[config.mk]
export PLATFORM = sky130hd
export DESIGN_NAME = sme_feeder
export DESIGN_NICKNAME = d
export VERILOG_FILES = /design/src/rtl/sme_feeder.sv
export SDC_FILE = /design/constraint.sdc
export NUM_CORES = 1
export LEC_CHECK = 0
export ABC_AREA = 1
export CORE_ASPECT_RATIO = 0.6
export CORE_UTILIZATION = 25
export CTS_BUF_LIST = sky130_fd_sc_hd__clkbuf_8 sky130_fd_sc_hd__clkbuf_16
export DETAILED_ROUTE_END_ITERATION = 8
export PLACE_DENSITY = 0.51
export SYNTH_ARGS = -nofsm -noshare
export SYNTH_HDL_FRONTEND = slang
export SYNTH_SLANG_ARGS = --single-unit
[constraint.sdc]
create_clock -name clk -period 2.7 [get_ports clk]
set_input_delay 0.405 -clock clk [delete_from_list [all_inputs] [get_ports clk]]
set_output_delay 0.405 -clock clk [all_outputs]
set_load 0.05 [all_outputs]
[src/rtl/sme_feeder.sv]
`default_nettype none
// =====================================================================
// Module   : sme_feeder
// Brief    : Buffers one string/pattern job and replays it as the
//            engine's isstring/ispattern burst. Optional watchdog in
//            WAIT is enabled by defining SME_FEED_TIMEOUT_EN.
// Revision : 1.0
// =====================================================================
module sme_feeder #(
  parameter int STR_MAX = 32,
  parameter int PAT_MAX = 8,
  parameter int TMO_CYC = 64
) (
  input  logic       clk,
  input  logic       reset,
  input  logic       in_valid,
  output logic       in_ready,
  input  logic [7:0] in_data,
  input  logic       in_kind,
  input  logic       in_last,
  output logic [7:0] chardata,
  output logic       isstring,
  output logic       ispattern,
  input  logic       sme_valid,
  output logic       busy,
  output logic       err,
  output logic       timeout
);

  localparam int MAXL = (STR_MAX > PAT_MAX) ? STR_MAX : PAT_MAX;
  localparam int CW   = $clog2(MAXL + 1);
  localparam int SIW  = (STR_MAX > 1) ? $clog2(STR_MAX) : 1;
  localparam int PIW  = (PAT_MAX > 1) ? $clog2(PAT_MAX) : 1;
  localparam logic [CW-1:0] STR_LIM = CW'(STR_MAX);
  localparam logic [CW-1:0] PAT_LIM = CW'(PAT_MAX);
  localparam logic [CW-1:0] ONE     = CW'(1);

  if (TMO_CYC < 1 || TMO_CYC > 256) begin : g_tmo_range
    $error("sme_feeder: TMO_CYC must be in 1..256");
  end

  typedef enum logic [1:0] {
    S_LOAD     = 2'd0,
    S_EMIT_STR = 2'd1,
    S_EMIT_PAT = 2'd2,
    S_WAIT     = 2'd3
  } state_e;

  state_e        state_q, state_d;
  logic [CW-1:0] str_cnt_q, str_cnt_d, str_len_q, str_len_d;
  logic [CW-1:0] pat_cnt_q, pat_cnt_d, pat_len_q, pat_len_d;
  logic [CW-1:0] rd_q, rd_d;
  logic          str_open_q, str_open_d;
  logic          new_str_q, new_str_d;
  logic          str_vld_q, str_vld_d;
  logic          err_q, err_d;
  logic          in_ready_q, in_ready_d;
  logic          busy_q, busy_d;
  logic          isstring_q, isstring_d;
  logic          ispattern_q, ispattern_d;
  logic [7:0]    chardata_q, chardata_d;
  logic          acc;
  logic [CW-1:0] str_base;
  logic          str_we, pat_we;
  logic [CW-1:0] str_wa, pat_wa;
  logic [7:0]    str_buf_q [STR_MAX];
  logic [7:0]    pat_buf_q [PAT_MAX];
`ifdef SME_FEED_TIMEOUT_EN
  logic [7:0]    tmo_cnt_q, tmo_cnt_d;
  logic          timeout_q, timeout_d;
`endif

  always_comb begin
    state_d    = state_q;
    str_cnt_d  = str_cnt_q;
    str_len_d  = str_len_q;
    pat_cnt_d  = pat_cnt_q;
    pat_len_d  = pat_len_q;
    rd_d       = rd_q;
    str_open_d = str_open_q;
    new_str_d  = new_str_q;
    str_vld_d  = str_vld_q;
    err_d      = err_q;
    str_base   = '0;
    str_we     = 1'b0;
    str_wa     = '0;
    pat_we     = 1'b0;
    pat_wa     = '0;
    acc        = in_valid & in_ready_q & (state_q == S_LOAD);
`ifdef SME_FEED_TIMEOUT_EN
    tmo_cnt_d  = '0;
    timeout_d  = 1'b0;
`endif
    case (state_q)
      S_LOAD: begin
        if (acc && !in_kind) begin
          // A string character abandons any half-received pattern
          if (pat_cnt_q != '0) begin
            pat_cnt_d = '0;
            err_d     = 1'b1;
          end
          str_base = str_open_q ? str_cnt_q : '0;
          if (str_base < STR_LIM) begin
            str_we    = 1'b1;
            str_wa    = str_base;
            str_cnt_d = str_base + ONE;
          end else begin
            err_d     = 1'b1;
            str_cnt_d = str_base;
          end
          str_len_d  = str_cnt_d;
          new_str_d  = 1'b1;
          str_open_d = !in_last;
          if (in_last) str_vld_d = 1'b1;
        end else if (acc) begin
          if (pat_cnt_q < PAT_LIM) begin
            pat_we    = 1'b1;
            pat_wa    = pat_cnt_q;
            pat_cnt_d = pat_cnt_q + ONE;
          end else begin
            err_d     = 1'b1;
          end
          if (in_last) begin
            pat_len_d  = pat_cnt_d;
            pat_cnt_d  = '0;
            str_open_d = 1'b0;
            rd_d       = '0;
            if (new_str_q) begin
              state_d   = S_EMIT_STR;
              new_str_d = 1'b0;
            end else if (str_vld_q) begin
              state_d   = S_EMIT_PAT;
            end else begin
              err_d     = 1'b1;
            end
          end
        end
      end
      S_EMIT_STR: begin
        if (rd_q == str_len_q - ONE) begin
          state_d = S_EMIT_PAT;
          rd_d    = '0;
        end else begin
          rd_d    = rd_q + ONE;
        end
      end
      S_EMIT_PAT: begin
        if (rd_q == pat_len_q - ONE) begin
          state_d = S_WAIT;
          rd_d    = '0;
        end else begin
          rd_d    = rd_q + ONE;
        end
      end
      S_WAIT: begin
        if (sme_valid) begin
          state_d = S_LOAD;
`ifdef SME_FEED_TIMEOUT_EN
        end else if (tmo_cnt_q == 8'(TMO_CYC - 1)) begin
          state_d   = S_LOAD;
          timeout_d = 1'b1;
          str_vld_d = 1'b0;
        end else begin
          tmo_cnt_d = tmo_cnt_q + 8'd1;
`endif
        end
      end
      default: state_d = S_LOAD;
    endcase

    // Outputs are registered from the next state so the burst starts one cycle after the closing edge
    in_ready_d  = (state_d == S_LOAD);
    busy_d      = (state_d != S_LOAD);
    isstring_d  = (state_d == S_EMIT_STR);
    ispattern_d = (state_d == S_EMIT_PAT);
    chardata_d  = 8'h00;
    if (state_d == S_EMIT_STR) begin
      chardata_d = str_buf_q[rd_d[SIW-1:0]];
    end else if (state_d == S_EMIT_PAT) begin
      chardata_d = (pat_we && pat_wa == rd_d) ? in_data : pat_buf_q[rd_d[PIW-1:0]];
    end
  end

  always_ff @(posedge clk) begin
    if (str_we) str_buf_q[str_wa[SIW-1:0]] <= in_data;
    if (pat_we) pat_buf_q[pat_wa[PIW-1:0]] <= in_data;
  end

  always_ff @(posedge clk or posedge reset) begin
    if (reset) begin
      state_q     <= S_LOAD;
      str_cnt_q   <= '0;
      str_len_q   <= '0;
      pat_cnt_q   <= '0;
      pat_len_q   <= '0;
      rd_q        <= '0;
      str_open_q  <= 1'b0;
      new_str_q   <= 1'b0;
      str_vld_q   <= 1'b0;
      err_q       <= 1'b0;
      in_ready_q  <= 1'b0;
      busy_q      <= 1'b0;
      isstring_q  <= 1'b0;
      ispattern_q <= 1'b0;
      chardata_q  <= 8'h00;
`ifdef SME_FEED_TIMEOUT_EN
      tmo_cnt_q   <= '0;
      timeout_q   <= 1'b0;
`endif
    end else begin
      state_q     <= state_d;
      str_cnt_q   <= str_cnt_d;
      str_len_q   <= str_len_d;
      pat_cnt_q   <= pat_cnt_d;
      pat_len_q   <= pat_len_d;
      rd_q        <= rd_d;
      str_open_q  <= str_open_d;
      new_str_q   <= new_str_d;
      str_vld_q   <= str_vld_d;
      err_q       <= err_d;
      in_ready_q  <= in_ready_d;
      busy_q      <= busy_d;
      isstring_q  <= isstring_d;
      ispattern_q <= ispattern_d;
      chardata_q  <= chardata_d;
`ifdef SME_FEED_TIMEOUT_EN
      tmo_cnt_q   <= tmo_cnt_d;
      timeout_q   <= timeout_d;
`endif
    end
  end

  assign in_ready  = in_ready_q;
  assign busy      = busy_q;
  assign isstring  = isstring_q;
  assign ispattern = ispattern_q;
  assign chardata  = chardata_q;
  assign err       = err_q;
`ifdef SME_FEED_TIMEOUT_EN
  assign timeout   = timeout_q;
`else
  assign timeout   = 1'b0;
`endif

endmodule
`default_nettype wire

Yosys cells after proc, flatten, opt, wreduce, memory -nomap -nowiden
Memories as Yosys holds them, arrays and structs flattened. Cells that the tools add are included.

Flip-flop bits (word level): 42. Bits in latches: 0. Memory bits (writable): 320. ROM bits: 0. Input bits: 14. Output and inout bits: 14. Word-level logic and storage cells: 107. Memories: 2.

$add $sub $neg: 5. $mul: 0. Divide/modulo/power cells: 0. Order comparisons: 2. Eq/ne operators: 10. Shifts and indexed selects: 0. Muxes and demuxes: 55. Bitwise gates (word level): 3. Reductions and logical operators: 16.

Memories: str_buf_q (words 32, width 8, read ports 1, clocked after memory_dff 0, write ports 1, RTL line 66) `logic [7:0] str_buf_q [STR_MAX];`; pat_buf_q (words 8, width 8, read ports 1, clocked after memory_dff 0, write ports 1, RTL line 67) `logic [7:0] pat_buf_q [PAT_MAX];`.

Operators by type and width (count): $mux 6 (16); $mux 8 (3); $mux 1 (23); $add 6x1->6 const B (3); $eq 6x6->1 (3); $pmux 6 s3 (1); $mux 2 (8); $mux 5 (3); $reduce_and 3->1 (4); $sub 6x1->6 const B (2); $pmux 2 s4 (1); $eq 2x2->1 const B (3); $lt 6x4->1 const B (1); $lt 6x6->1 const B (1); $reduce_bool 2->1 (3); $reduce_bool 6->1 (1); $eq 2x1->1 const B (2); $logic_not 2->1 (2); $reduce_and 4->1 (1); $ne 3x3->1 const B (1); $and 1x1->1 (2); $logic_and 1x1->1 (2); $logic_not 1->1 (2); $ne 2x1->1 const B (1); 2 further kinds (2).

Logic depth before layout (Yosys ltp)
Depth in word-level cells: 10. Gate-level depth with buffers: 22. Gate-level depth less buffers: 21.

Worst setup path after synthesis
No wires, ideal clock.

Kind: register to register. From: reg in_ready_q, in the netlist in_ready. To: mem str_buf_q[11][0], enable pin. Setup time: 0.370 ns. Arrival time: 2.435 ns. Required time: 2.330 ns. Path slack: -0.105 ns. Stages on the path, launching flop included: 11. Path buffers: 0. Period minus slack after synthesis: 2.805 ns. Cell sequence: dfrtp_1 -> nand2_1 -> inv_1 -> nand2_2 -> nor2_1 -> clkinv_1 -> nor2_1 -> inv_1 -> nor2_1 -> nand2_1 -> nor2_1.

Cells in the longest elaborated chain, start to end: 7. Elaborated cells on any way between the ends: 9. Those cells by class: mux (6); bitwise (2); reduce/logical (1).

RTL lines: start: declaration (RTL line 57) `logic in_ready_q, in_ready_d;`; start signal: assignment (RTL line 221) `in_ready_q <= in_ready_d;`; $and 1x1->1 (*) (2 in a row) (RTL line 89) `acc = in_valid & in_ready_q & (state_q == S_LOAD);`; $logic_and 1x1->1 (*) (RTL line 96) `if (acc && !in_kind) begin`; $mux 1 (RTL line 96); $mux 1 (RTL line 94) `case (state_q)`; $mux 1 (RTL line 185) `if (str_we) str_buf_q[str_wa[SIW-1:0]] <= in_data;`; $mux 1 (implied by the code) (RTL line 185); end: declaration (RTL line 66).

Mark *: on every way between the ends. The rest lies on a longest branch, timed or not.

Worst setup path after layout
From: reg str_len_q[0]. To: reg chardata_q[5], in the netlist chardata[5].

Cells in the longest elaborated chain, start to end: 9. Elaborated cells on any way between the ends: 15. Those cells by class: add/sub (1); eq/ne (4); mux (7); reduce/logical (1); memory (2).

RTL lines: start: declaration (RTL line 50) `logic [CW-1:0] str_cnt_q, str_cnt_d, str_len_q, str_len_d;`; start signal: assignment (RTL line 213) `str_len_q <= str_len_d;`; $sub 6x1->6 (*) (RTL line 140) `if (rd_q == str_len_q - ONE) begin`; $eq 6x6->1 (*) (RTL line 140); branches (longest 6 deep; another with $mem_v2 8x8); $mux 8 (*) (RTL line 177) `if (state_d == S_EMIT_STR) begin`; net chardata_d[5] (RTL line 61) `logic [7:0] chardata_q, chardata_d;`; end signal: assignment (RTL line 225) `chardata_q <= chardata_d;`; end: declaration (RTL line 61).

Mark *: on every way through the listed nets, which the timed path passes. A chain may end at the register's enable or synchronous reset.

==> run metrics <==
result of the run=finished, violations left; violations in the final reports=negative setup slack; flop and latch count out of synthesis=approximately 360; leakage power of the design=0.00859 µW; peak ir drop on the vdd network=0.662 mV; number of ports placed on the die boundary=28; wire length reported by the detailed router=between 50000 and 60000 µm; first-pass GRT wire length=between 70000 and 80000 µm; depth of the worst register-to-register path=20; core box area=65100 µm²; syn_nets=between 1500 and 2000; clock tree sinks=approximately 360; Netlist cell types=44; fraction of layout instances using a drive strength above 1=22.0%; clock buffers created by TritonCTS=35; fill count=about 6600; number of buffers on the longest clock path=3; part of the cycle the worst path needs=103%; Power Internal=between 15000 and 20000 µW; mean instance size in the synthesized netlist=~10 µm²; floorplan die area=approximately 68000 µm²; vias in the first global route=around 12000; residual antenna-violating net count after detailed routing=0; Syn-to-layout area delta=28.1%; combined flip-flop and latch cell area=roughly 11000 µm²; max-cap viol count=0; slew at the pin with the worst max-slew slack=around 780 ps; horizontal die dimension=335 µm; Clock Root Buffer=sky130_fd_sc_hd__clkbuf_16; CP Max Fanout=8; height of the chip=202 µm; startpoint of the lowest-slack register-to-register path=str_len_q[0]; Layout Skew=roughly 43 ps; routed wirelength normalized by instance count=18.9 µm; setup violators final=8; type of element capturing the critical path=flop; Final Max Slew Viols=0; overflow left after global routing=0; remaining routing DRC violations=0; number of synthesized flops with an enable pin=320; Synth top area share=a little under 60%; critical path startpoint=str_len_q[0]; DRC marker count from the first detailed-route iteration=1426; number of core rows=slightly above 70; switching share of power=between 40% and 50%; Post-Synthesis Cell Area=16600 µm²; Gate power share=57.6%; worst reg2reg setup slack=-80 ps; total instance count after detailed placement=~2600; sequential fraction of design power=24.5%; endpoint of the most critical register-to-register path=chardata[5]; kind of launch point of the worst setup path=flop; unrepaired setup endpoints after global routing=true; pin count of the biggest net entering global routing=47; clock network fraction of total power=about 18%; initial antenna violation count=2; final worst path period need=roughly 2800 ps; total number of vias=12500; Data arrival, critical path=3300 ps; sequential element share of the synthesized area=between 60% and 70%; most frequently used flop master after synthesis=sky130_fd_sc_hd__edfxtp_1; biggest area contributors in the synthesized netlist=sky130_fd_sc_hd__edfxtp_1 (58%), sky130_fd_sc_hd__nand3_1 (12%), sky130_fd_sc_hd__nand2_1 (6.6%); Clk pin slew, worst setup/hold paths=~70 ps; aggregate negative setup slack=-399 ps; effective utilization at floorplan=around a quarter; critical path type=reg -> reg; yosys warns=0; Gate Count Post-Synth=around 1600; achievable frequency=about 360 MHz; drt pass-1 iters=5; final count of hold timing violations=0; worst hold-check path type=in -> async; hold-fix buffers at CTS=0; leading area contributor after synthesis=sky130_fd_sc_hd__edfxtp_1; tightest hold margin=~190 ps; area taken by multi-input logic gates=approximately 5300 µm²; post-detail-place hpwl=about 34000 µm; ANT cells=0; Slew HR=about half; number of levels the H-tree was split into=2; clk_lat worst skew=just under 600 ps; net count of the finished layout=1818; post-layout worst setup margin=-77.3 ps; post-route non-filler standard cell count=between 2000 and 3000; count of buffers inserted at the top-level ports=26; share of flip-flops with an asynchronous set or reset=between 10% and 20%; overall power=approximately 27000 µW; clock tree from TritonCTS=done; Power Dens Cells=roughly 1300 nW/µm²; required time of the critical path=3220 ps; switching power=12100 µW; Total Routing Usage GR=15.1%; final weighted congestion of routability-driven global placement=between 0.8 and 0.9; via density per instance=approximately 4.6
==> cell usage after synthesis, types with 2 or more instances <==
cell type	n
sky130_fd_sc_hd__a21oi_1	4
sky130_fd_sc_hd__a21oi_2	2
sky130_fd_sc_hd__a31oi_1	4
sky130_fd_sc_hd__buf_1	5
sky130_fd_sc_hd__buf_2	36
sky130_fd_sc_hd__buf_4	14
sky130_fd_sc_hd__buf_6	3
sky130_fd_sc_hd__clkbuf_1	22
sky130_fd_sc_hd__dfrtp_1	42
sky130_fd_sc_hd__edfxtp_1	320
sky130_fd_sc_hd__ha_1	8
sky130_fd_sc_hd__inv_1	220
sky130_fd_sc_hd__inv_2	7
sky130_fd_sc_hd__nand2_1	293
sky130_fd_sc_hd__nand2_2	7
sky130_fd_sc_hd__nand3_1	385
sky130_fd_sc_hd__nand3_2	6
sky130_fd_sc_hd__nand3b_1	81
sky130_fd_sc_hd__nand4_1	8
sky130_fd_sc_hd__nand4_4	2
sky130_fd_sc_hd__nor2_1	60
sky130_fd_sc_hd__nor2_2	4
sky130_fd_sc_hd__nor2_4	2
sky130_fd_sc_hd__nor3_1	7
sky130_fd_sc_hd__o211ai_1	2
sky130_fd_sc_hd__o21ai_0	16
sky130_fd_sc_hd__o22ai_1	4
sky130_fd_sc_hd__or2_2	7
sky130_fd_sc_hd__xnor2_1	4
sky130_fd_sc_hd__xor2_1	10
==> stage by stage <==
stage	setup slack [ps]	cell area (µm²)	util, %
finish	-77.3	21300	32.7
global route	-189	21300	32.7
CTS	-52.1	21000	32.3
detailed placement	-469	19200	29.5
global placement	-459	19200	29.5
floorplan	-105	16600	-
==> registers in the layout, indices dropped and copies added (netlist names), 2 cells and up <==
name,cells
str_buf_q,256
state_q,2
str_len_q,6
pat_buf_q,64
rd_q,6
pat_cnt_q,6
pat_len_q,6
chardata,8
==> worst max path at each step <==
| stage | depth (start not counted) | slack (ps) | to |
|---|---|---|---|
| after global routing | 20 | -190 | chardata[4] |
| after global placement | 17 | -460 | chardata[1] |
| final | 20 | -80 | chardata[5] |
| after floorplan | 10 | -110 | str_buf_q[11][0] |
| after detailed placement | 18 | -470 | chardata[1] |
| after CTS | 19 | -50 | chardata[3] |
==> layer usage <==
layer / up-vias / GRT usage [%] / share of wire (%)
li1: 5845 / - / -
met1: 6166 / 24.3 / 52
met2: 432 / 19.6 / 38
met3: 51 / 4.34 / 8.6
met4: 0 / 2.30 / 1.1
met5: - / 0 / 0
==> worst max-delay path, stage by stage (launching register included) <==
cell and delay (ps):
sky130_fd_sc_hd__dfrtp_1 360, sky130_fd_sc_hd__inv_2 60, sky130_fd_sc_hd__ha_4 160, sky130_fd_sc_hd__or2_1 210, sky130_fd_sc_hd__buf_4 140, sky130_fd_sc_hd__nand3_2 50
sky130_fd_sc_hd__nand2_2 60, sky130_fd_sc_hd__nor2_4 100, sky130_fd_sc_hd__nand3_4 90, sky130_fd_sc_hd__nand3_2 100, sky130_fd_sc_hd__nand3_4 120, sky130_fd_sc_hd__buf_12 190
sky130_fd_sc_hd__buf_4 140, sky130_fd_sc_hd__nand3b_1 210, sky130_fd_sc_hd__nand3_1 120, sky130_fd_sc_hd__nand3_1 80, sky130_fd_sc_hd__nand3_1 90, sky130_fd_sc_hd__nand3_1 120
sky130_fd_sc_hd__buf_6 140, sky130_fd_sc_hd__nand3_1 80, sky130_fd_sc_hd__nand2_1 80
==> cell type report <==
class	count	share of cell area, %
clock inverters	26	0.987
inverters	229	4.08
repair buffers	239	10.9
flip-flops and latches	362	50.0
clock buffers	35	4.11
well taps	888	5.22
multi-input cells	929	24.7
==> power by group through the flow <==
stage | combinational, µW | sequential, µW | clock, µW
floorplan | 7420 | 6950 | 0
global placement | 12600 | 6770 | 0
detailed placement | 12700 | 6770 | 0
CTS | 14800 | 6660 | 4940
global route | 16900 | 6700 | 5180
finish | 15700 | 6670 | 4860
==> cells by family after synthesis <==
family	after synthesis	synth area share, %
AND/OR/NAND/NOR	866	25.4
flip-flops	362	64.1
buffers and inverters	309	7.70
AO/OA/AOI/OAI	39	1.44
XOR/XNOR	14	0.737
adder cells (fa/ha/maj)	8	0.602
other	1	0.0225
==> repair_timing <==
item / in CTS / in global routing
buffers inserted: 12 / 7
gates resized for setup: 112 / 40
gates cloned: 5 / 2
endpoints found under the setup margin: 8 / 228
pin swaps: 20 / 5
==> cell usage in the layout, fill, tap and decap left out, types with 3 or more instances in the layout <==
cell type and n:
sky130_fd_sc_hd__nand2_1 289, sky130_fd_sc_hd__o22ai_1 4, sky130_fd_sc_hd__nor3_1 6, sky130_fd_sc_hd__buf_16 4, sky130_fd_sc_hd__o21ai_0 16, sky130_fd_sc_hd__nand3b_1 81
sky130_fd_sc_hd__clkinv_2 7, sky130_fd_sc_hd__nor2_1 46, sky130_fd_sc_hd__inv_2 10, sky130_fd_sc_hd__nand2_2 7, sky130_fd_sc_hd__ha_1 6, sky130_fd_sc_hd__buf_12 20
sky130_fd_sc_hd__buf_2 8, sky130_fd_sc_hd__dfrtp_1 42, sky130_fd_sc_hd__buf_4 165, sky130_fd_sc_hd__xor2_1 9, sky130_fd_sc_hd__nor2_2 15, sky130_fd_sc_hd__a21oi_1 3
sky130_fd_sc_hd__inv_1 222, sky130_fd_sc_hd__xnor2_1 4, sky130_fd_sc_hd__buf_6 15, sky130_fd_sc_hd__nand3_1 325, sky130_fd_sc_hd__buf_8 6, sky130_fd_sc_hd__clkbuf_16 36
sky130_fd_sc_hd__nor2_4 5, sky130_fd_sc_hd__nand4_1 8, sky130_fd_sc_hd__nand3_4 10, sky130_fd_sc_hd__clkdlybuf4s50_1 18, sky130_fd_sc_hd__or2_2 5, sky130_fd_sc_hd__nand2_8 3
sky130_fd_sc_hd__nand3_2 57, sky130_fd_sc_hd__a31oi_1 4, sky130_fd_sc_hd__clkinv_1 6, sky130_fd_sc_hd__edfxtp_1 320
No activity file was read; power rests on OpenSTA's default activity.
